`src/rtl/serial_add_unit_if.sv`:
```
// Operand/result bundle between operand select, the serial adder and the ALU flag register.
interface serial_add_unit_if #(parameter int WIDTH = 32);
   logic             start;
   logic             sub;
   logic [WIDTH-1:0] opA;
   logic [WIDTH-1:0] opB;
   logic             busy;
   logic             done;
   logic [WIDTH-1:0] result;
   logic             cOut;
   logic             overflow;
   logic             zero;

   modport master (output start, sub, opA, opB,
                   input  busy, done, result, cOut, overflow, zero);
   modport slave  (input  start, sub, opA, opB,
                   output busy, done, result, cOut, overflow, zero);
endinterface

```
`src/rtl/serial_add_unit.sv`:
```
// Bit-serial add/subtract: one full-adder bit per cycle, LSB first, WIDTH cycles per op.
module serial_add_unit #(
   parameter int WIDTH = 32
) (
   input  logic             clk,
   input  logic             rst_n,
   serial_add_unit_if.slave bus
);
   localparam int CW = $clog2(WIDTH);
   localparam logic [1:0] S_IDLE = 2'd0;
   localparam logic [1:0] S_RUN  = 2'd1;
   localparam logic [1:0] S_DONE = 2'd2;

   logic [1:0]       state_q, state_d;
   logic [WIDTH-1:0] a_q, a_d, b_q, b_d, res_q, res_d;
   logic [CW-1:0]    cnt_q, cnt_d;
   logic             carry_q, carry_d;
   logic             cout_q, cout_d, ovf_q, ovf_d, zero_q, zero_d;

   logic             s, c_next;
   logic [WIDTH-1:0] res_shift;

   assign s         = a_q[0] ^ b_q[0] ^ carry_q;
   assign c_next    = (a_q[0] & b_q[0]) | (carry_q & (a_q[0] ^ b_q[0]));
   assign res_shift = {s, res_q[WIDTH-1:1]};

   always_comb begin
      state_d = state_q;
      a_d     = a_q;
      b_d     = b_q;
      res_d   = res_q;
      cnt_d   = cnt_q;
      carry_d = carry_q;
      cout_d  = cout_q;
      ovf_d   = ovf_q;
      zero_d  = zero_q;
      case (state_q)
         S_IDLE: begin
            if (bus.start) begin
               // subtraction is A + ~B with the +1 folded into the initial carry
               a_d     = bus.opA;
               b_d     = bus.sub ? ~bus.opB : bus.opB;
               carry_d = bus.sub;
               cnt_d   = '0;
               state_d = S_RUN;
            end
         end
         S_RUN: begin
            a_d     = a_q >> 1;
            b_d     = b_q >> 1;
            res_d   = res_shift;
            carry_d = c_next;
            cnt_d   = cnt_q + 1'b1;
            if (cnt_q == CW'(WIDTH - 1)) begin
               cout_d  = c_next;
               ovf_d   = carry_q ^ c_next;
               zero_d  = (res_shift == '0);
               state_d = S_DONE;
            end
         end
         S_DONE:  state_d = S_IDLE;
         default: state_d = S_IDLE;
      endcase
   end

   always_ff @(posedge clk or negedge rst_n) begin
      if (!rst_n) begin
         state_q <= S_IDLE;
         a_q     <= '0;
         b_q     <= '0;
         res_q   <= '0;
         cnt_q   <= '0;
         carry_q <= 1'b0;
         cout_q  <= 1'b0;
         ovf_q   <= 1'b0;
         zero_q  <= 1'b0;
      end else begin
         state_q <= state_d;
         a_q     <= a_d;
         b_q     <= b_d;
         res_q   <= res_d;
         cnt_q   <= cnt_d;
         carry_q <= carry_d;
         cout_q  <= cout_d;
         ovf_q   <= ovf_d;
         zero_q  <= zero_d;
      end
   end

   assign bus.busy     = (state_q == S_RUN) || (state_q == S_DONE);
   assign bus.done     = (state_q == S_DONE);
   assign bus.result   = res_q;
   assign bus.cOut     = cout_q;
   assign bus.overflow = ovf_q;
   assign bus.zero     = zero_q;
endmodule

```
`src/flat_wrapper.sv`:
```
// flat-port wrapper written by rule: the top's interface ports become plain ports
module serial_add_unit_flat 
#(
   parameter int WIDTH = 32
)
  (clk, rst_n, bus_start, bus_sub, bus_opA, bus_opB, bus_busy, bus_done, bus_result, bus_cOut, bus_overflow, bus_zero);
  serial_add_unit_if #(.WIDTH(WIDTH)) bus_i ();
  input  logic clk;
  input  logic rst_n;
  input wire logic [$bits(bus_i.start)-1:0] bus_start;
  input wire logic [$bits(bus_i.sub)-1:0] bus_sub;
  input wire logic [$bits(bus_i.opA)-1:0] bus_opA;
  input wire logic [$bits(bus_i.opB)-1:0] bus_opB;
  output wire logic [$bits(bus_i.busy)-1:0] bus_busy;
  output wire logic [$bits(bus_i.done)-1:0] bus_done;
  output wire logic [$bits(bus_i.result)-1:0] bus_result;
  output wire logic [$bits(bus_i.cOut)-1:0] bus_cOut;
  output wire logic [$bits(bus_i.overflow)-1:0] bus_overflow;
  output wire logic [$bits(bus_i.zero)-1:0] bus_zero;
  assign bus_i.start = bus_start;
  assign bus_i.sub = bus_sub;
  assign bus_i.opA = bus_opA;
  assign bus_i.opB = bus_opB;
  assign bus_busy = bus_i.busy;
  assign bus_done = bus_i.done;
  assign bus_result = bus_i.result;
  assign bus_cOut = bus_i.cOut;
  assign bus_overflow = bus_i.overflow;
  assign bus_zero = bus_i.zero;
  serial_add_unit #(.WIDTH(WIDTH)) u_core (.clk(clk), .rst_n(rst_n), .bus(bus_i));
endmodule
```
`config.mk`:
```
export PLATFORM = sky130hd
export DESIGN_NAME = serial_add_unit_flat
export DESIGN_NICKNAME = d
export VERILOG_FILES = /design/src/rtl/serial_add_unit_if.sv /design/src/rtl/serial_add_unit.sv /design/src/flat_wrapper.sv
export SDC_FILE = /design/constraint.sdc
export NUM_CORES = 1
export LEC_CHECK = 0
export CORE_MARGIN = 8
export CORE_UTILIZATION = 50
export CTS_BUF_LIST = sky130_fd_sc_hd__clkbuf_8 sky130_fd_sc_hd__clkbuf_16
export CTS_CLUSTER_DIAMETER = 30
export CTS_CLUSTER_SIZE = 30
export DETAILED_ROUTE_END_ITERATION = 8
export PLACE_DENSITY = 0.76
export SKIP_LAST_GASP = 1
export SYNTH_ARGS = -nofsm -noshare
export SYNTH_HDL_FRONTEND = slang
export SYNTH_SLANG_ARGS = --single-unit
```
`constraint.sdc`:
```
create_clock -name clk -period 2.9 [get_ports clk]
set_clock_uncertainty 0.2 [all_clocks]
set_input_delay 0.435 -clock clk [delete_from_list [all_inputs] [get_ports clk]]
set_output_delay 0.435 -clock clk [all_outputs]
set_load 0.02 [all_outputs]
```
==> summary.txt, run 1 <==
STA
  – Final setup fails: 0
  – Fmax achieved: 0.410 GHz
  – Hold WS: 288 ps
  – RSZ-0062 raised after global routing: no
  – Final hold viol count: 0
  – Crit path time final: around 2400 ps
  – Relative slew slack: 39.7%
  – Worst Tran Pin Value: around 900 ps
  – Period utilization: 84.0%
  – Max-slew violations: 0
  – Setup TNS: 0 ps

Detailed routing
  – Initial DRT Pass Iterations: 5
  – Vias/cell: a little over 5
  – Wirelength per Cell: 14.9 um
  – Via count: 3,618
  – Final wirelength: between 10,000 and 15,000 um
  – Number of DRC markers in iteration 0: 181
  – Post-route DRC: 0
  – Antenna-violating nets left: 0

Hold path
  – Worst Hold End: u_core.b_q[16]
  – Hold WC Path Type: register to register
  – Hold depth: 2
  – Hold path start: u_core.b_q[16]

Floorplan
  – Row count: 36
  – Initial Util: between 50% and 60%
  – Die area: roughly 14,000 um^2
  – Chip width: around 120 um
  – Area of the core: 9770 um^2
  – Top Ports: ~110
  – Die Y: 117 um

Pwr
  – Leakage power: around 2.7 nW
  – Overall power: 6.48 mW
  – Cell area power density: slightly above 1000 nW/um^2
  – Worst vdd ir: 0.535 mV

Final layout
  – Inserted Diodes: 0
  – Fin util: about two thirds
  – Nets@finish: 643
  – P&R area growth vs syn: 25.5%
  – Filler instances: approximately 800
  – Layout cells sized above 1: between 10% and 20%

Worst setup path
  – Crit Path Max Fanout: 3
  – Req. time, crit path: ~2300 ps
  – CP arrival: between 1500 and 2000 ps
  – FF-to-FF Start: u_core.state_q[0]
  – Endpoint type of the worst setup path: output pin
  – Reg2Reg Depth: 7
  – Critical Path Start Type: register
  – R2r setup slk: roughly 750 ps
  – Critical path class: register to output pin
  – Reg2reg end: u_core.cnt_q[3]

Global route
  – Vias in the first global route: between 3,000 and 4,000
  – Initial antenna violation count: 0
  – Largest net degree at the start of global routing: roughly 140
  – Remaining global-route overflow: 0
  – First-pass GRT wire length: 16,900 um
  – GRT Resource Usage Total: 15.7%

Logic synthesis
  – #FFs+latches synth: approximately 110
  – Synth unique cells: 25
  – Post-synthesis net count: around 550
  – Cell count after synthesis: roughly 480
  – Post-synthesis sequential area ratio: a little over half
  – Avg Synthesized Cell Area: 10.5 um^2
  – Cell Area, Synth: approximately 5100 um^2
  – Ys Warns: 0

Placement
  – IO Port Bufs: ~100
  – Post-detail-place hpwl: 7550 um
  – Final Wtd Congestion: around 0.76

CTS
  – CTS Buffer Depth: 2
  – Clk slew on worst S/H paths: around 100 ps
  – CTS H-tree lvls: 3
  – Post-CTS Setup Bufs: 0
  – CTS root buffer: clkbuf_8
  – Hold_buf cts: 1
  – Clk Latency, worst-skew pair: 360 ps
  – # clock sinks: between 100 and 150
  – CTS buffer count: 9
  – CTS tree: yes
  – Gates resized, CTS repair: 0

Run status
  – Outcome: finished, final reports clean

Job
  – Maxcap violations: 0
-- Yosys cell counts, drive strengths merged --
library cell / count / share of area (%)
clkbuf: 9 / 0.79
o31ai: 2 / 0.30
nand4: 2 / 0.25
a32o: 2 / 0.40
nor3: 2 / 0.20
and3: 1 / 0.12
dfrtp: 107 / 53
a21oi: 35 / 3.5
nor2: 31 / 2.3
inv: 4 / 0.30
mux2: 34 / 7.6
ha: 6 / 1.5
nand2b: 1 / 0.12
buf: 25 / 3.7
xnor2: 33 / 5.7
fa: 1 / 0.40
mux2i: 33 / 6.5
o21ai: 69 / 6.8
nand2: 73 / 5.4
nor4: 8 / 0.99
nand3: 1 / 0.099
-- where the power goes --
group	switching (mW)	internal [mW]	total, mW	leakage [nW]
Sequential	0.469	2.16	2.63	1.35
Clock	0.499	0.423	0.922	0.0963
Combinational	1.54	1.39	2.93	1.27
-- flip-flops by register name, summed over array words and instances (netlist names) --
register and flops:
u_core.a_q 32, u_core.b_q 32, u_core.bus.result 32, u_core.cnt_q 5, u_core.state_q 2, u_core.bus.cOut 1, u_core.bus.overflow 1, u_core.bus.zero 1
u_core.carry_q 1
-- critical path, cell delays in order, from the launching register on --
cell and delay, ps:
dfrtp_1 440, inv_1 110, ha_1 290, clkdlybuf4s50_1 600
-- logic make-up after synthesis --
group           synth area share, %
buf+inv                        4.76
xor+xnor                       5.72
compound gates                 11.0
mux                            14.1
fa+ha+maj                      1.88
simple gates                   9.51
flops                          53.0
-- placed cells by master (no fill, tap or decap), drive strengths merged --
cell type	n
nand2	73
dlygate4sd3	1
and3	1
o21ai	69
bufinv	1
o31ai	2
ha	6
clkbuf	10
fa	1
nand4	2
clkdlybuf4s50	102
buf	9
nand3	1
mux2i	33
mux2	34
a32o	2
clkinvlp	3
xnor2	33
a21oi	35
nor2	31
nor3	2
nand2b	1
nor4	8
dfrtp	107
inv	6
-- how the worst max path moves through the flow --
stage	slack (ps)	start	end	cells past startpoint
after global routing	390	u_core.state_q[0]	bus_busy	3
after detailed placement	730	bus_start	u_core.cnt_q[3]	6
final	460	u_core.state_q[0]	bus_busy	3
after floorplan	1120	u_core.cnt_q[0]	u_core.state_q[0]	5
after CTS	440	u_core.state_q[0]	bus_busy	3
after global placement	780	bus_start	u_core.cnt_q[3]	6
-- area by class of cell --
type / count / area (um^2) / share of cell area, %
clock buffer: 10 / 138 / 2.17
clock inverter: 6 / 65.1 / 1.03
inverter: 4 / 15.0 / 0.237
multi-input combinational: 334 / 2160 / 34.0
sequential: 107 / 2680 / 42.2
tap: 133 / 166 / 2.62
timing repair buffer: 112 / 1120 / 17.7
-- metal layers --
| metal | wire, um | global-route usage (%) | share of wire [%] | up-vias |
|---|---|---|---|---|
| li1 | - | - | - | 1804 |
| met1 | 4560 | 18.8 | 43 | 1724 |
| met2 | 5370 | 27.3 | 51 | 80 |
| met3 | 514 | 4.34 | 4.9 | 10 |
| met4 | 110 | 4.24 | 1.0 | 0 |
| met5 | 0 | 0 | 0 | - |
-- per-stage QoR --
| step | area [um^2] | setup slack (ps) | cells |
|---|---|---|---|
| finish | 6340 | 463 | 706 |
| global route | 6340 | 387 | 706 |
| CTS | 6340 | 442 | 706 |
| detailed placement | 6130 | 735 | 689 |
| global placement | 6130 | 780 | 689 |
| floorplan | 5050 | 1120 | 479 |
(Power assumes the default switching activity.)
==> run 2: changes to the inputs <==
Clock period 2.9 ns to 2.5 ns, I/O delays scaled along.
==> run 2 against run 1 <==
  * Routed wire length is 3.3% lower
  * Total power up 17%
  * Clock power increased by 20%
  * Largest cell class unchanged
  * Register-to-register slack worse by 290 ps
  * Critical path depth did not move
  * Critical path type unchanged
  * Setup slack got worse by 320 ps
  * Flip-flop and latch count is the same
  * Non-clock buffer count up 1
  * Clock-buffer cell count down 1
  * Highest routed layer unchanged
  * Global-route usage decreased by 0.24 points
  * Sequential power is 16% higher
  * Worst hold slack better by 0.68 ps
==> summary.txt, run 2 (synthesis results as in run 1) <==
Detailed routing
  – Antenna-violating nets left: 0 (unchanged)
  – Number of DRC markers in iteration 0: 174 (was 181)
  – Post-route DRC: 0 (unchanged)
  – Via count: 3,574 (was 3,618)
  – Wirelength per Cell: 14.4 um (was 14.9 um)
  – Initial DRT Pass Iterations: 4 (was 5)
  – Final wirelength: 10,200 um (was 10,600 um)
  – Vias/cell: 5.06 (was 5.12)

Floorplan
  – Die Y: 117 um (unchanged)
  – Initial Util: 51.7% (unchanged)
  – Area of the core: 9770 um^2 (unchanged)
  – Row count: 36 (unchanged)
  – Die area: 13,600 um^2 (unchanged)
  – Top Ports: 105 (unchanged)
  – Chip width: 117 um (unchanged)

CTS
  – Clk slew on worst S/H paths: 90 ps (was 100 ps)
  – Hold_buf cts: 1 (unchanged)
  – CTS Buffer Depth: 2 (unchanged)
  – CTS buffer count: 9 (unchanged)
  – # clock sinks: 107 (unchanged)
  – Clk Latency, worst-skew pair: 350 ps (was 360 ps)
  – Post-CTS Setup Bufs: 0 (unchanged)
  – CTS H-tree lvls: 3 (unchanged)
  – Gates resized, CTS repair: 0 (unchanged)
  – CTS tree: yes (unchanged)
  – CTS root buffer: clkbuf_8 (unchanged)

Final layout
  – Fin util: 65.4% (was 64.9%)
  – Layout cells sized above 1: 10.3% (was 10.5%)
  – P&R area growth vs syn: 26.6% (was 25.5%)
  – Non-filler cells, final: 707 (was 706)
  – Nets@finish: 644 (was 643)
  – Commonest cells after routing, fill and taps aside: dfrtp_1, clkdlybuf4s50_1, nand2_1 (unchanged)
  – Most common cell after layout, fill and taps aside: dfrtp_1 (unchanged)
  – Inserted Diodes: 0 (unchanged)
  – Final instance area: 6390 um^2 (was 6340 um^2)

STA
  – Fmax achieved: 0.425 GHz
  – RSZ-0062 raised after global routing: no (unchanged)
  – Max-slew violations: 0 (unchanged)
  – Worst Tran Pin Value: 684 ps (was 905 ps)
  – Final hold viol count: 0 (unchanged)
  – Crit path time final: between 2000 and 2500 ps
  – Setup TNS: 0 ps (unchanged)
  – Period utilization: between 90% and 100%
  – Relative slew slack: 54.4% (was 39.7%)
  – Final setup fails: 0 (unchanged)
  – Final Worst Setup Slack: 146 ps (was 463 ps)
  – Hold WS: 288 ps (about the same)

Worst setup path
  – Req. time, crit path: 1920 ps (was 2270 ps)
  – CP arrival: 1780 ps (was 1800 ps)
  – FF-to-FF Start: u_core.state_q[0] (unchanged)
  – Reg2Reg Depth: 5 (was 7)
  – Critical path class: register to output pin (unchanged)
  – CP max-delay cell: clkdlybuf4s50_1 (unchanged)
  – Crit Path Max Fanout: 3 (unchanged)
  – Worst setup path startpoint: u_core.state_q[0] (unchanged)
  – Critical Path Start Type: register (unchanged)
  – R2r setup slk: 460 ps (was 750 ps)
  – Endpoint type of the worst setup path: output pin (unchanged)
  – Worst setup path end: bus_busy (unchanged)
  – CP max stage delay: 600 ps (about the same)
  – Reg2reg end: u_core.a_q[3] (was u_core.cnt_q[3])
  – Crit-path cells: inv_1 > ha_1 > clkdlybuf4s50_1 (unchanged)

Global route
  – GRT Resource Usage Total: 15.5% (was 15.7%)
  – Vias in the first global route: 3,506 (was 3,690)
  – Largest net degree at the start of global routing: 95 (was 138)
  – Remaining global-route overflow: 0 (unchanged)
  – First-pass GRT wire length: 16,800 um (was 16,900 um)
  – Initial antenna violation count: 0 (unchanged)

Placement
  – Dpl cell area: 6170 um^2 (was 6130 um^2)
  – Final Wtd Congestion: 0.733 (was 0.756)
  – Post-Place Setup Slack: 472 ps (was 735 ps)
  – Post-detail-place hpwl: 7330 um (was 7550 um)
  – Inst Count DP: 690 (was 689)
  – IO Port Bufs: 104 (unchanged)

Pwr
  – P_int: 4.72 mW (was 3.97 mW)
  – NetSw: 2.87 mW (was 2.51 mW)
  – Overall power: 7.59 mW (was 6.48 mW)
  – Switching portion of total power: 37.8% (was 38.7%)
  – Clock share of power: 14.6% (was 14.2%)
  – Worst vdd ir: 0.525 mV (was 0.535 mV)
  – Cell area power density: 1190 nW/um^2 (was 1020 nW/um^2)
  – Share of power burned in registers: 40.1% (was 40.6%)
  – Leakage power: 2.75 nW (was 2.72 nW)
  – Gate power share: 45.2% (about the same)

Run status
  – Outcome: finished, final reports clean (unchanged)

Job
  – Maxcap violations: 0 (unchanged)

Hold path
  – Hold WC Path Type: register to register (unchanged)
## run 2: per-layer routing
| metal | routed length [um] | track usage [%] | up-vias | share of wire [%] |
|---|---|---|---|---|
| met5 | 0 | 0 | - | 0 |
| met1 | 4620 | 19.6 | 1695 | 45 |
| li1 | - | - | 1802 | - |
| met4 | 40 | 3.28 | 0 | 0.39 |
| met3 | 544 | 5.07 | 2 | 5.3 |
| met2 | 5000 | 25.4 | 75 | 49 |
## run 2: power by group through the flow
stage,Clock [mW],Combinational [mW],Sequential [mW]
after floorplan,0,2.26,3.21
after global placement,0,3.36,3.04
after detailed placement,0,3.48,3.08
after CTS,1.15,3.49,3.05
after global routing,1.20,3.81,3.16
final,1.11,3.43,3.05
## run 2: critical path: cells and delay by family, from the launching register on
family	cells	cell delay (ps)
flops	1	430
buf+inv	2	700
fa+ha+maj	1	300
## run 2: cell type report
class | instances | area, um^2
inverters | 4 | 15.0
well taps | 133 | 166
clock buffers | 9 | 124
flip-flops and latches | 107 | 2680
fillers | 827 | 3380
repair buffers | 113 | 1170
multi-input cells | 334 | 2160
clock inverters | 7 | 86.3
## run 2: how the worst min path moves through the flow
stage | from | to | slack [ps] | depth (start not counted)
floorplan | rst_n | u_core.a_q[0] | -120 | 0
global placement | rst_n | u_core.bus.result[14] | 240 | 1
detailed placement | rst_n | u_core.bus.result[15] | 260 | 1
CTS | u_core.b_q[31] | u_core.b_q[31] | 290 | 2
global route | u_core.a_q[12] | u_core.a_q[12] | 320 | 2
finish | u_core.a_q[27] | u_core.a_q[27] | 290 | 2
==> RTL change 1 (config.mk and constraints of run 2) <==
`WIDTH` is set to 32 in 3 places; all go to 16.
--- a/src/rtl/serial_add_unit_if.sv
+++ b/src/rtl/serial_add_unit_if.sv
@@ -1,4 +1,4 @@
 // Operand/result bundle between operand select, the serial adder and the ALU flag register.
-interface serial_add_unit_if #(parameter int WIDTH = 32);
+interface serial_add_unit_if #(parameter int WIDTH = 16);
    logic             start;
    logic             sub;
--- a/src/rtl/serial_add_unit.sv
+++ b/src/rtl/serial_add_unit.sv
@@ -1,5 +1,5 @@
 // Bit-serial add/subtract: one full-adder bit per cycle, LSB first, WIDTH cycles per op.
 module serial_add_unit #(
-   parameter int WIDTH = 32
+   parameter int WIDTH = 16
 ) (
    input  logic             clk,
--- a/src/flat_wrapper.sv
+++ b/src/flat_wrapper.sv
@@ -2,5 +2,5 @@
 module serial_add_unit_flat 
 #(
-   parameter int WIDTH = 32
+   parameter int WIDTH = 16
 )
   (clk, rst_n, bus_start, bus_sub, bus_opA, bus_opB, bus_busy, bus_done, bus_result, bus_cOut, bus_overflow, bus_zero);
Interface: changed (resized bus_opA, bus_opB and bus_result); port bits go from 105 to 57. No check against the original RTL was run, so the function may have changed too.
==> RTL change 1 against run 2 <==
Worst hold slack lost 8.6 ps. Clock power shrank 16%. Sequential cell count shrank 49. Routed wire length shrank 49%. Synthesized cell count shrank 49%. Final cell count shrank 46%. Power shrank 40%. Count of clock-buffer cells in the layout grew 1. Global-route usage shrank 2.1 points. Setup slack gained 130 ps. Design area shrank 43%. Synthesized area shrank 44%. Critical path type unchanged. Critical endpoint unchanged. Highest routed layer unchanged.
==> RTL change 1: results (changes against run 2) <==
* Status: completed
* Syn_nets at 285 (-49%)
* Fin area at 3650 um2 (-43%)
* Layout clock area frac at 5.99% (+2.7 points)
* Signal buffers at 65 (-42%)
* Placed instance area at 3420 um2 (-45%)
* Multi-input combinational cell area at 1220 um2 (-43%)
* Final Non-Filler Cells at 382 (-46%)
* Port Buffer Count at 56 (-46%)
* Synth warn at 0 (unchanged)
* Num CTS Buffers at 9 (unchanged)
* Area fraction in compound gates after synthesis at 9.39% (-1.6 points)
* DP Cell Count at 365 (-47%)
* Worst EP arrival at 1650 ps (-130 ps)
* Post-synthesis mux area share at 18.6% (+4.5 points)
* Number of DRC markers in iteration 0 at 68 (-61%)
* Fill count at 462 (-44%)
* Pin count of the biggest net entering global routing at 34 (-64%)
* Routed length on met1 at 2.36 mm (-49%)
* Buffer share of cell area at 17.8% (-0.43 points)
* HPWL after detailed placement at 3.85 mm (-47%)
* Clock Sinks at 58 (-46%)
* Wire per inst at 13.6 um (-5.8%)
* Leak Pwr at 0.00163 uW (-41%)
* Met2 WL at 2.48 mm (-50%)
* HP Class: register to register
* Clk_lat worst skew at 320 ps (-30 ps)
* Placer congestion estimate at 0.732 (-0.22%)
* Total number of vias at 1951 (-45%)
* Setup WS pre-CTS at 396 ps (-76.5 ps)
* Worst IR Drop VDD at 0.000571 V (+8.8%)
* Post-synthesis sequential area ratio at 51.6% (-1.4 points)
* Share of layout cells above drive strength 1 at 15.2% (+4.9 points)
* XOR/XNOR share of the synthesized area at 5.30% (-0.43 points)
* R2R Setup Slk at 440 ps (-20 ps)
* Routed wl met3 at 313 um (-42%)
* Min Tclk post-route at 2230 ps (-127 ps)
* Multi-input comb cells at 167 (-50%)
* Syn Area/Cell at 11.5 um2 (+9.3%)
* Storage element area at 1450 um2 (-46%)
* Hold_ws at 280 ps (-8.57 ps)
* Clock buf count at 10 (+1)
* Slew HR at 58.8% (+4.4 points)
* First-pass GRT wire length at 9.21 mm (-45%)
* Crit path max fanout at 3 (unchanged)
* Synthesized-area fraction occupied by adder cells at 2.49% (+0.61 points)
* Most frequent cells after synthesis: dfrtp_1 (58), nand2_1 (38), o21ai_0 (35)
* Synth cell types at 31 (+24%)
* Top cells by area, synth: dfrtp_1 (52%), mux2i_1 (11%), mux2_2 (6.8%), o21ai_0 (6.2%), nand2_1 (5.1%)
* Nets at 346 (-46%)
[RTL change 1: final timing paths]
check	start	endpoint	cells past startpoint
min reg2reg	u_core.a_q[2]	u_core.a_q[2]	2
max reg2reg	u_core.state_q[0]	u_core.a_q[7]	5
min	u_core.a_q[2]	u_core.a_q[2]	2
max	u_core.state_q[0]	bus_busy	3
min in group asynchronous	rst_n	u_core.a_q[13]	2
max in group asynchronous	rst_n	u_core.carry_q	3
[RTL change 1: report_power, final]
part | total (uW) | internal, uW | switching [uW]
Clock | 930 | 581 | 349
Combinational | 1940 | 985 | 956
Sequential | 1660 | 1370 | 296
Total | 4540 | 2930 | 1600
[RTL change 1: routing by layer]
metal | track usage, % | up-vias
li1 | - | 968
met1 | 16.6 | 932
met2 | 20.8 | 47
met3 | 5.10 | 4
met4 | 5.32 | 0
met5 | 0 | -
[RTL change 1: critical path: stages (launching register included)]
cell and delay [ps]:
dfrtp_1 370, inv_1 80, ha_1 280, clkdlybuf4s50_1 600
==> RTL change 2 (config.mk and constraints of run 2) <==
Without the edit above. Reset style: synchronous (`rst_n`), changed in one clocked block.
--- a/src/rtl/serial_add_unit.sv
+++ b/src/rtl/serial_add_unit.sv
@@ -64,5 +64,5 @@
    end
 
-   always_ff @(posedge clk or negedge rst_n) begin
+   always_ff @(posedge clk) begin
       if (!rst_n) begin
          state_q <= S_IDLE;
Function: differs if rst_n is asserted again (counterexample within 4 cycles, from zero or initial values and one cycle with rst_n low); with rst_n held inactive, the same outputs for 10 cycles.
==> RTL change 2 against run 2 <==
Count of clock-buffer cells in the layout grew 1. Design area up 1.4%. Routed wire length increased by 9.9%. Sequential cell count stayed put. Core utilization decreased by 1.8 points. Non-clock buffer count decreased by 1. Synthesized area up 2.7%. Setup slack better by 16 ps.
Power is not compared: it rests on default switching activity, and its combinational part moved more than twofold at a synthesized area within 25%.
==> RTL change 2: results (changes against run 2) <==
* Status: completed
* Most frequent cells after synthesis: nand2_1 (132), dfxtp_1 (107), mux2i_1 (64)
* DRT Pass-1 Iters at 4 (unchanged)
* Crit path max fanout at 4 (+1)
* Clock buf count at 10 (+1)
* Final Setup Violations at 0 (unchanged)
* Clk_lat worst skew at 370 ps (+20 ps)
* Multi-input comb cells at 417 (+25%)
* Signal buffers at 112 (-0.88%)
* Multi-input combinational cell area at 2790 um2 (+29%)
* Fill count at 914 (+11%)
* Top cells by area, synth: dfxtp_1 (41%), mux2i_1 (12%), nand2_1 (9.5%), o211a_1 (6.2%), xnor2_1 (5.4%)
* First-pass GRT wire length at 19.1 mm (+14%)
* Post-synthesis sequential area ratio at 41.3% (-12 points)
* Syn_nets at 646 (+17%)
* Inverters at 2 (-2)
* Worst EP arrival at 1760 ps (-20 ps)
* Total number of vias at 4024 (+13%)
* Share of layout cells above drive strength 1 at 4.74% (-5.5 points)
* Synth cell types at 37 (+48%)
* Worst IR Drop VDD at 0.000343 V
* Wire per inst at 14.2 um (-1.7%)
* Nets at 724 (+12%)
* Tot GR Track Use at 16.1% (+0.61 points)
* Pin count of the biggest net entering global routing at 108 (+14%)
* Layout clock area frac at 3.13% (-0.16 points)
* HPWL after detailed placement at 7.56 mm (+3.2%)
* # H-tree levels at 3 (unchanged)
* HP Class: register to register
* Seq area share at 33.0% (-8.8 points)
* Least-Margin Pin Slew at 496 ps (-188 ps)
* Post-synth top flop: dfxtp_1
* Buffer share of cell area at 18.0% (-0.25 points)
* Number of DRC markers in iteration 0 at 154 (-11%)
* Ys async rst share at 0% (-100 points)
* Placer congestion estimate at 0.735 (+0.26%)
* Placed instance area at 6280 um2 (+1.7%)
* Clock slew seen by the registers of the worst setup and hold paths at 90 ps (about the same)
## RTL change 2: worst paths after layout
check / start / end / slack, ps / cells after the start
worst max-delay path: u_core.state_q[0] / bus_busy / 160 / 3
worst min-delay path: u_core.b_q[11] / u_core.b_q[11] / 250 / 2
worst max register to register: u_core.state_q[0] / u_core.a_q[29] / 330 / 7
worst min register to register: u_core.b_q[11] / u_core.b_q[11] / 250 / 2
## RTL change 2: worst register-to-register path: stages, from the launching register on
cell,delay [ps]
dfxtp_1,390
inv_1,110
ha_1,310
and2b_4,240
nor2_4,360
buf_12,250
nand2_1,80
o211a_1,130
## RTL change 2: cell families after synthesis
group / count (synthesis) / synth area share [%]
xor+xnor: 33 / 5.57
fa+ha+maj: 7 / 1.83
buf+inv: 47 / 5.13
compound gates: 113 / 16.0
simple gates: 200 / 17.8
mux: 64 / 12.3
flops: 107 / 41.3
## RTL change 2: metrics by stage
stage	util, %	worst slack (ps)	hold WS, ps	std cells	total power (uW)
after floorplan	-	725	231	571	2770
after global placement	61.7	303	237	774	3000
after detailed placement	61.7	237	242	774	3040
after CTS	63.6	133	255	790	4090
after global routing	63.6	96.9	270	790	4300
final	63.6	162	252	790	4070
## RTL change 2: per-layer routing
metal | global-route usage, % | routed length [um] | vias to the layer above | share of wire [%]
met5 | 0 | 0 | - | 0
met4 | 4.80 | 123 | 0 | 1.1
met3 | 4.75 | 619 | 12 | 5.5
met2 | 26.3 | 5130 | 78 | 46
met1 | 20.0 | 5350 | 1849 | 48
li1 | - | - | 2085 | -
## RTL change 2: power groups by stage
stage          Clock, uW  Sequential (uW)  Combinational, uW
3_3_place_gp           0             1990               1010
2_1_floorplan          0             1980                785
3_5_place_dp           0             2000               1030
5_1_grt             1170             1980               1150
4_1_cts             1090             1960               1040
6_report            1070             1960               1030
